`src/rtl/move_sequencer_if.sv`:
```
// Move handshake, shared board read/write port, victory-checker link, display
// port and game status of the move sequencer, bundled into one interface.
interface move_sequencer_if;
   logic       new_game;
   logic       move_valid;
   logic [2:0] move_col;
   logic       move_ready;
   logic       move_reject;

   logic [2:0] rd_row;
   logic [2:0] rd_col;
   logic [1:0] rd_data;
   logic       wr_en;
   logic [2:0] wr_row;
   logic [2:0] wr_col;
   logic [1:0] wr_data;

   logic       chk_start;
   logic [2:0] chk_row;
   logic [2:0] chk_col;
   logic [2:0] chk_read_row;
   logic [2:0] chk_read_col;
   logic       chk_done;
   logic [1:0] chk_winner;

   logic [2:0] disp_row;
   logic [2:0] disp_col;
   logic [1:0] disp_data;
   logic       disp_valid;

   logic [1:0] current_player;
   logic       game_over;
   logic [1:0] winner;

   // Environment side: player input, board store, victory checker, display.
   modport master (
      output new_game, move_valid, move_col, rd_data,
             chk_read_row, chk_read_col, chk_done, chk_winner,
             disp_row, disp_col,
      input  move_ready, move_reject, rd_row, rd_col,
             wr_en, wr_row, wr_col, wr_data,
             chk_start, chk_row, chk_col, disp_data, disp_valid,
             current_player, game_over, winner
   );

   modport slave (
      input  new_game, move_valid, move_col, rd_data,
             chk_read_row, chk_read_col, chk_done, chk_winner,
             disp_row, disp_col,
      output move_ready, move_reject, rd_row, rd_col,
             wr_en, wr_row, wr_col, wr_data,
             chk_start, chk_row, chk_col, disp_data, disp_valid,
             current_player, game_over, winner
   );
endinterface

```
`src/rtl/move_sequencer.sv`:
```
// Game sequencer: clears the board, drops pieces into columns, hands each new
// piece to the victory checker and arbitrates the single board read port.
module move_sequencer #(
   parameter int NUM_ROWS = 8,
   parameter int NUM_COLS = 8
) (
   input  logic            clk,
   input  logic            rst_n,
   move_sequencer_if.slave bus
);

   typedef enum logic [2:0] {
      S_CLEAR,
      S_IDLE,
      S_SCAN,
      S_WRITE,
      S_CHECK_START,
      S_CHECK_WAIT,
      S_OVER
   } state_t;

   localparam logic [2:0] LAST_ROW  = 3'(NUM_ROWS - 1);
   localparam logic [2:0] LAST_COL  = 3'(NUM_COLS - 1);
   localparam logic [6:0] NUM_CELLS = 7'(NUM_ROWS * NUM_COLS);
   localparam logic [1:0] PLAYER_1  = 2'b01;
   localparam logic [1:0] PLAYER_2  = 2'b10;
   localparam logic [1:0] DRAW      = 2'b11;

   state_t     state_q, state_d;
   logic [2:0] clr_row_q, clr_row_d;
   logic [2:0] clr_col_q, clr_col_d;
   logic [2:0] scan_row_q, scan_row_d;
   logic [2:0] target_row_q, target_row_d;
   logic [2:0] col_q, col_d;
   logic [6:0] piece_count_q, piece_count_d;
   logic [1:0] player_q, player_d;
   logic [1:0] winner_q, winner_d;
   logic       game_over_q, game_over_d;

   logic       restart;
   logic       col_out_of_range;

   assign restart          = bus.new_game && (state_q != S_CLEAR);
   assign col_out_of_range = {1'b0, bus.move_col} >= 4'(NUM_COLS);

   // NOTE: sequential state uses non-blocking assignments only, so every
   // register samples its pre-edge value regardless of statement order.
   always_ff @(posedge clk or negedge rst_n) begin
      if (!rst_n) begin
         state_q       <= S_CLEAR;
         clr_row_q     <= '0;
         clr_col_q     <= '0;
         scan_row_q    <= '0;
         target_row_q  <= '0;
         col_q         <= '0;
         piece_count_q <= '0;
         player_q      <= PLAYER_1;
         winner_q      <= '0;
         game_over_q   <= 1'b0;
      end else begin
         state_q       <= state_d;
         clr_row_q     <= clr_row_d;
         clr_col_q     <= clr_col_d;
         scan_row_q    <= scan_row_d;
         target_row_q  <= target_row_d;
         col_q         <= col_d;
         piece_count_q <= piece_count_d;
         player_q      <= player_d;
         winner_q      <= winner_d;
         game_over_q   <= game_over_d;
      end
   end

   // NOTE: every signal assigned here gets a default first, so no path
   // through the case statement can leave one unassigned and infer a latch.
   always_comb begin
      state_d       = state_q;
      clr_row_d     = clr_row_q;
      clr_col_d     = clr_col_q;
      scan_row_d    = scan_row_q;
      target_row_d  = target_row_q;
      col_d         = col_q;
      piece_count_d = piece_count_q;
      player_d      = player_q;
      winner_d      = winner_q;
      game_over_d   = game_over_q;

      bus.move_ready  = 1'b0;
      bus.move_reject = 1'b0;
      bus.wr_en       = 1'b0;
      bus.wr_row      = '0;
      bus.wr_col      = '0;
      bus.wr_data     = '0;
      bus.chk_start   = 1'b0;
      bus.rd_row      = bus.disp_row;
      bus.rd_col      = bus.disp_col;
      bus.disp_valid  = 1'b0;

      unique case (state_q)
         S_CLEAR: begin
            // Strobe stays quiet while reset is held, even though the state is CLEAR.
            bus.wr_en  = rst_n;
            bus.wr_row = clr_row_q;
            bus.wr_col = clr_col_q;
            if (clr_col_q == LAST_COL) begin
               clr_col_d = '0;
               if (clr_row_q == LAST_ROW) begin
                  clr_row_d = '0;
                  state_d   = S_IDLE;
               end else begin
                  clr_row_d = clr_row_q + 3'd1;
               end
            end else begin
               clr_col_d = clr_col_q + 3'd1;
            end
         end

         S_IDLE: begin
            bus.move_ready = 1'b1;
            bus.disp_valid = 1'b1;
            if (bus.move_valid && !restart) begin
               if (col_out_of_range) begin
                  bus.move_reject = 1'b1;
               end else begin
                  col_d      = bus.move_col;
                  scan_row_d = '0;
                  state_d    = S_SCAN;
               end
            end
         end

         S_SCAN: begin
            bus.rd_row = scan_row_q;
            bus.rd_col = col_q;
            if (bus.rd_data == 2'b00) begin
               target_row_d = scan_row_q;
               state_d      = S_WRITE;
            end else if (scan_row_q == LAST_ROW) begin
               bus.move_reject = !restart;
               state_d         = S_IDLE;
            end else begin
               scan_row_d = scan_row_q + 3'd1;
            end
         end

         S_WRITE: begin
            bus.wr_en     = 1'b1;
            bus.wr_row    = target_row_q;
            bus.wr_col    = col_q;
            bus.wr_data   = player_q;
            piece_count_d = piece_count_q + 7'd1;
            state_d       = S_CHECK_START;
         end

         S_CHECK_START: begin
            bus.chk_start = 1'b1;
            bus.rd_row    = bus.chk_read_row;
            bus.rd_col    = bus.chk_read_col;
            state_d       = S_CHECK_WAIT;
         end

         S_CHECK_WAIT: begin
            bus.rd_row = bus.chk_read_row;
            bus.rd_col = bus.chk_read_col;
            if (bus.chk_done) begin
               if (bus.chk_winner != 2'b00) begin
                  winner_d    = bus.chk_winner;
                  game_over_d = 1'b1;
                  state_d     = S_OVER;
               end else if (piece_count_q == NUM_CELLS) begin
                  winner_d    = DRAW;
                  game_over_d = 1'b1;
                  state_d     = S_OVER;
               end else begin
                  player_d = (player_q == PLAYER_1) ? PLAYER_2 : PLAYER_1;
                  state_d  = S_IDLE;
               end
            end
         end

         S_OVER: begin
            bus.disp_valid = 1'b1;
         end

         default: state_d = S_CLEAR;
      endcase

      // A new game overrides whatever the current state decided.
      if (restart) begin
         state_d       = S_CLEAR;
         clr_row_d     = '0;
         clr_col_d     = '0;
         piece_count_d = '0;
         player_d      = PLAYER_1;
         winner_d      = '0;
         game_over_d   = 1'b0;
      end
   end

   assign bus.chk_row        = target_row_q;
   assign bus.chk_col        = col_q;
   assign bus.disp_data      = bus.rd_data;
   assign bus.current_player = player_q;
   assign bus.game_over      = game_over_q;
   assign bus.winner         = winner_q;

endmodule

```
`src/flat_wrapper.sv`:
```
// flat-port wrapper written by rule: the top's interface ports become plain ports
module move_sequencer_flat 
#(
   parameter int NUM_ROWS = 8,
   parameter int NUM_COLS = 8
)
  (clk, rst_n, bus_new_game, bus_move_valid, bus_move_col, bus_rd_data, bus_chk_read_row, bus_chk_read_col, bus_chk_done, bus_chk_winner, bus_disp_row, bus_disp_col, bus_move_ready, bus_move_reject, bus_rd_row, bus_rd_col, bus_wr_en, bus_wr_row, bus_wr_col, bus_wr_data, bus_chk_start, bus_chk_row, bus_chk_col, bus_disp_data, bus_disp_valid, bus_current_player, bus_game_over, bus_winner);
  move_sequencer_if bus_i ();
  input  logic clk;
  input  logic rst_n;
  input wire logic [$bits(bus_i.new_game)-1:0] bus_new_game;
  input wire logic [$bits(bus_i.move_valid)-1:0] bus_move_valid;
  input wire logic [$bits(bus_i.move_col)-1:0] bus_move_col;
  input wire logic [$bits(bus_i.rd_data)-1:0] bus_rd_data;
  input wire logic [$bits(bus_i.chk_read_row)-1:0] bus_chk_read_row;
  input wire logic [$bits(bus_i.chk_read_col)-1:0] bus_chk_read_col;
  input wire logic [$bits(bus_i.chk_done)-1:0] bus_chk_done;
  input wire logic [$bits(bus_i.chk_winner)-1:0] bus_chk_winner;
  input wire logic [$bits(bus_i.disp_row)-1:0] bus_disp_row;
  input wire logic [$bits(bus_i.disp_col)-1:0] bus_disp_col;
  output wire logic [$bits(bus_i.move_ready)-1:0] bus_move_ready;
  output wire logic [$bits(bus_i.move_reject)-1:0] bus_move_reject;
  output wire logic [$bits(bus_i.rd_row)-1:0] bus_rd_row;
  output wire logic [$bits(bus_i.rd_col)-1:0] bus_rd_col;
  output wire logic [$bits(bus_i.wr_en)-1:0] bus_wr_en;
  output wire logic [$bits(bus_i.wr_row)-1:0] bus_wr_row;
  output wire logic [$bits(bus_i.wr_col)-1:0] bus_wr_col;
  output wire logic [$bits(bus_i.wr_data)-1:0] bus_wr_data;
  output wire logic [$bits(bus_i.chk_start)-1:0] bus_chk_start;
  output wire logic [$bits(bus_i.chk_row)-1:0] bus_chk_row;
  output wire logic [$bits(bus_i.chk_col)-1:0] bus_chk_col;
  output wire logic [$bits(bus_i.disp_data)-1:0] bus_disp_data;
  output wire logic [$bits(bus_i.disp_valid)-1:0] bus_disp_valid;
  output wire logic [$bits(bus_i.current_player)-1:0] bus_current_player;
  output wire logic [$bits(bus_i.game_over)-1:0] bus_game_over;
  output wire logic [$bits(bus_i.winner)-1:0] bus_winner;
  assign bus_i.new_game = bus_new_game;
  assign bus_i.move_valid = bus_move_valid;
  assign bus_i.move_col = bus_move_col;
  assign bus_i.rd_data = bus_rd_data;
  assign bus_i.chk_read_row = bus_chk_read_row;
  assign bus_i.chk_read_col = bus_chk_read_col;
  assign bus_i.chk_done = bus_chk_done;
  assign bus_i.chk_winner = bus_chk_winner;
  assign bus_i.disp_row = bus_disp_row;
  assign bus_i.disp_col = bus_disp_col;
  assign bus_move_ready = bus_i.move_ready;
  assign bus_move_reject = bus_i.move_reject;
  assign bus_rd_row = bus_i.rd_row;
  assign bus_rd_col = bus_i.rd_col;
  assign bus_wr_en = bus_i.wr_en;
  assign bus_wr_row = bus_i.wr_row;
  assign bus_wr_col = bus_i.wr_col;
  assign bus_wr_data = bus_i.wr_data;
  assign bus_chk_start = bus_i.chk_start;
  assign bus_chk_row = bus_i.chk_row;
  assign bus_chk_col = bus_i.chk_col;
  assign bus_disp_data = bus_i.disp_data;
  assign bus_disp_valid = bus_i.disp_valid;
  assign bus_current_player = bus_i.current_player;
  assign bus_game_over = bus_i.game_over;
  assign bus_winner = bus_i.winner;
  move_sequencer #(.NUM_ROWS(NUM_ROWS), .NUM_COLS(NUM_COLS)) u_core (.clk(clk), .rst_n(rst_n), .bus(bus_i));
endmodule
```
`config.mk`:
```
export PLATFORM = sky130hd
export DESIGN_NAME = move_sequencer_flat
export DESIGN_NICKNAME = d
export VERILOG_FILES = /design/src/rtl/move_sequencer_if.sv /design/src/rtl/move_sequencer.sv /design/src/flat_wrapper.sv
export SDC_FILE = /design/constraint.sdc
export NUM_CORES = 1
export LEC_CHECK = 0
export ABC_AREA = 1
export CAP_MARGIN = 10
export CORE_MARGIN = 8
export CORE_UTILIZATION = 35
export DETAILED_ROUTE_END_ITERATION = 12
export PLACE_DENSITY = 0.63
export SYNTH_ARGS = -nofsm -noshare
export SYNTH_HDL_FRONTEND = slang
export SYNTH_SLANG_ARGS = --single-unit
```
`constraint.sdc`:
```
create_clock -name clk -period 4 [get_ports clk]
set_input_delay 0.8 -clock clk [delete_from_list [all_inputs] [get_ports clk]]
set_output_delay 0.8 -clock clk [all_outputs]
set_load 0.05 [all_outputs]
```
==> impl_metrics.csv <==
group,metric,value,unit
final_layout,antenna_cells,0,
power,vdd_drop_max,0.4333,mV
route,wl_per_cell,12.65,µm
timing,setup_viol,0,
clock_tree,htreeDepth,2,
final_layout,layout-drive-gt1-share,6.129,%
timing,tns,0,ns
logic_synthesis,yosys_register_bits,30,
timing,finClkSkew,0.01043,ns
global_routing,grt_pass1_vias,1891,
final_layout,final_cell_mix,"nand2_1 (68), clkdlybuf4s50_1 (53), inv_1 (37), dfrtp_1 (29), nor2_1 (24)",
logic_synthesis,synthesis.nets,283,
power,p_seq_share,24.9,%
timing,slew_viol_final,0,
route,vias,1787,
route,drt_iter0_markers,27,
power,combPwrFrac,62.0,%
clock_tree,cts_setup_buffers,0,
route,via_per_inst,4.703,
power,p_per_area,761.0,nW/µm²
setup_path,cp_max_fo,8,
clock_tree,root_buffer,"clkbuf_8",
clock_tree,numCtsBuffers,5,
timing,rsz0062_at_grt,"no",
placement,portBuffers,55,
final_layout,fillers,524,
job,drv_cap,0,
floorplan,dieArea,7712,µm²
clock_tree,clock_sinks,30,
floorplan,dieHeight,87.82,µm
global_routing,grt_util_all_layers,14.03,%
logic_synthesis,syn_inst,251,
route,route.detailed.drc,0,
final_layout,mostFrequentLayoutCell,"nand2_1",
route,drt-total-wl,4806,µm
timing,hold_viol,0,
logic_synthesis,yosys_warnings,0,
final_layout,layout.nets,341,
setup_path,worstSetupPathType,"reg2out",
setup_path,start_kind,"flop",
timing,worst_pin_slew,0.5311,ns
floorplan,die_w,87.82,µm
global_routing,grt_overflow,0,
logic_synthesis,yosysSeqAreaShare,41.65,%
floorplan,num_rows,26,
logic_synthesis,synth_cell_types,22,
power,total_leakage_power,0.001197,µW
floorplan,fp.coreArea,5042,µm²
global_routing,grt_pass1_wl,8535,µm
global_routing,grt_max_degree,31,
timing,min_period,3.191,ns
clock_tree,cts.clk_slew.worst_paths,0.07,ns
status,status,"complete, no violations",
final_layout,syn_to_final_growth,39.50,%
setup_path,cp-end-kind,"output pin",
clock_tree,cts_hold_buf,0,
min_path,min_path_type,"reg2reg",
clock_tree,clock_latency,0.28,ns
power,p_int,915.5,µW
power,clockPowerShare,13.0,%
clock_tree,cts_resized,0,
power,p_sw,1001,µW
timing,maxSlewHeadroom,64.48,%
route,detail-route-antenna-nets,0,
logic_synthesis,postSynthAreaPerCell,7.193,µm²
power,swShare,52.24,%
setup_path,required,3.20,ns
timing,timing.fmax,313.4,MHz
logic_synthesis,synth_area,1805,µm²
global_routing,antenna_found_initial,0,
floorplan,io_pins,56,
route,first_pass_iters,4,
timing,holdWs,0.5048,ns
clock_tree,ctsLongestPathBuffers,2,
setup_path,arrival,2.39,ns
placement,dp_hpwl,3791,µm
timing,period_share,79.77,%
placement,place.gp.congestion,0.8034,
floorplan,start_util,35.81,%
clock_tree,cts_tree,"yes",
## layer usage
metal  part of all wire, %  wire length [µm]  track usage, %
met5                     0                 0               0
met4                   1.0                50           5.000
met3                    11               545           7.411
met2                    44              2097           21.75
met1                    44              2113           16.02
## flip-flops by register name (all words and copies together) (netlist names)
name                       cells
u_core.bus.winner              2
u_core.bus.current_player      2
u_core.bus.chk_row             3
u_core.state_q                 3
u_core.clr_col_q               3
u_core.bus.chk_col             3
u_core.piece_count_q           7
u_core.bus.game_over           1
u_core.clr_row_q               3
u_core.scan_row_q              3
## power groups by stage
stage	Clock [µW]	Combinational (µW)	Sequential [µW]
after floorplan	0	703	594
final	250	1190	478
after detailed placement	0	1200	481
after global routing	273	1310	492
after global placement	0	1190	480
after CTS	258	1200	478
## per-stage QoR
stage	instances	utilization [%]	setup slack (ns)	area [µm²]	total power (µW)
final	380	49.95	0.8094	2519	1917
after global routing	380	49.95	0.6480	2519	2074
after CTS	380	49.95	0.8235	2519	1938
after detailed placement	372	48.16	0.9412	2429	1679
after global placement	372	48.16	0.9379	2429	1673
after floorplan	251	-	1.051	1805	1297
## cells by family (layout without fill, tap and decap cells)
kind of cell	after synthesis	in the layout	synth area share [%]
and+or+nand+nor	125	125	29.38
buffers and inverters	47	106	10.81
AOI/OAI and AO/OA	41	41	12.61
DFF	30	30	41.65
adders and majority gates	8	8	5.544
## worst max-delay path: stages, from the launching register on
cell	delay, ns
dfrtp_1	0.49
inv_2	0.09
nand2_1	0.08
nor2_2	0.06
nor2_1	0.32
nand2_1	0.10
o211ai_1	0.10
clkdlybuf4s50_1	0.85
## cells in the mapped netlist
| cell type | number | area, µm² |
|---|---|---|
| ha_1 | 8 | 100.1 |
| nor2_1 | 24 | 90.09 |
| o21ai_1 | 3 | 15.01 |
| buf_2 | 3 | 15.01 |
| o21ai_0 | 21 | 105.1 |
| nor2_2 | 2 | 12.51 |
| inv_1 | 37 | 138.9 |
| a211oi_1 | 1 | 7.510 |
| buf_4 | 4 | 30.03 |
| nor3_2 | 1 | 10.01 |
| nor3_1 | 4 | 20.02 |
| nand4_1 | 5 | 31.28 |
| inv_2 | 3 | 11.26 |
| o211ai_1 | 6 | 45.04 |
| dfstp_2 | 1 | 26.28 |
| o22ai_1 | 4 | 25.02 |
| nand2_1 | 68 | 255.2 |
| or2_1 | 1 | 6.260 |
| a21oi_1 | 6 | 30.03 |
| nand3_2 | 1 | 10.01 |
| dfrtp_1 | 29 | 725.7 |
| nand3_1 | 19 | 95.09 |
## worst paths after layout
check / from / end / slack (ns) / depth (start not counted)
worst max-delay path: u_core.state_q[0]$_DFFE_PN0P_ / bus_rd_row[2] / 0.81 / 7
worst min-delay path: u_core.bus.winner[1]$_DFFE_PN0P_ / u_core.bus.winner[1]$_DFFE_PN0P_ / 0.50 / 2
worst max register to register: u_core.state_q[2]$_DFFE_PN0P_ / u_core.state_q[1]$_DFFE_PN0P_ / 2.12 / 9
worst min register to register: u_core.bus.winner[1]$_DFFE_PN0P_ / u_core.bus.winner[1]$_DFFE_PN0P_ / 0.50 / 2
max in group asynchronous: rst_n / u_core.bus.current_player[0]$_DFFE_PN1P_ / 2.67 / 2
min in group asynchronous: rst_n / u_core.piece_count_q[5]$_DFFE_PN0P_ / 1.01 / 2
## layout make-up
class | instances | area, µm² | area share, %
inverters | 40 | 150.1 | 5.961
well taps | 70 | 87.58 | 3.477
flip-flops and latches | 30 | 752.0 | 29.86
clock buffers | 8 | 90.09 | 3.577
repair buffers | 58 | 580.6 | 23.05
multi-input cells | 174 | 858.3 | 34.08
Power figures use the tool's default switching activity.
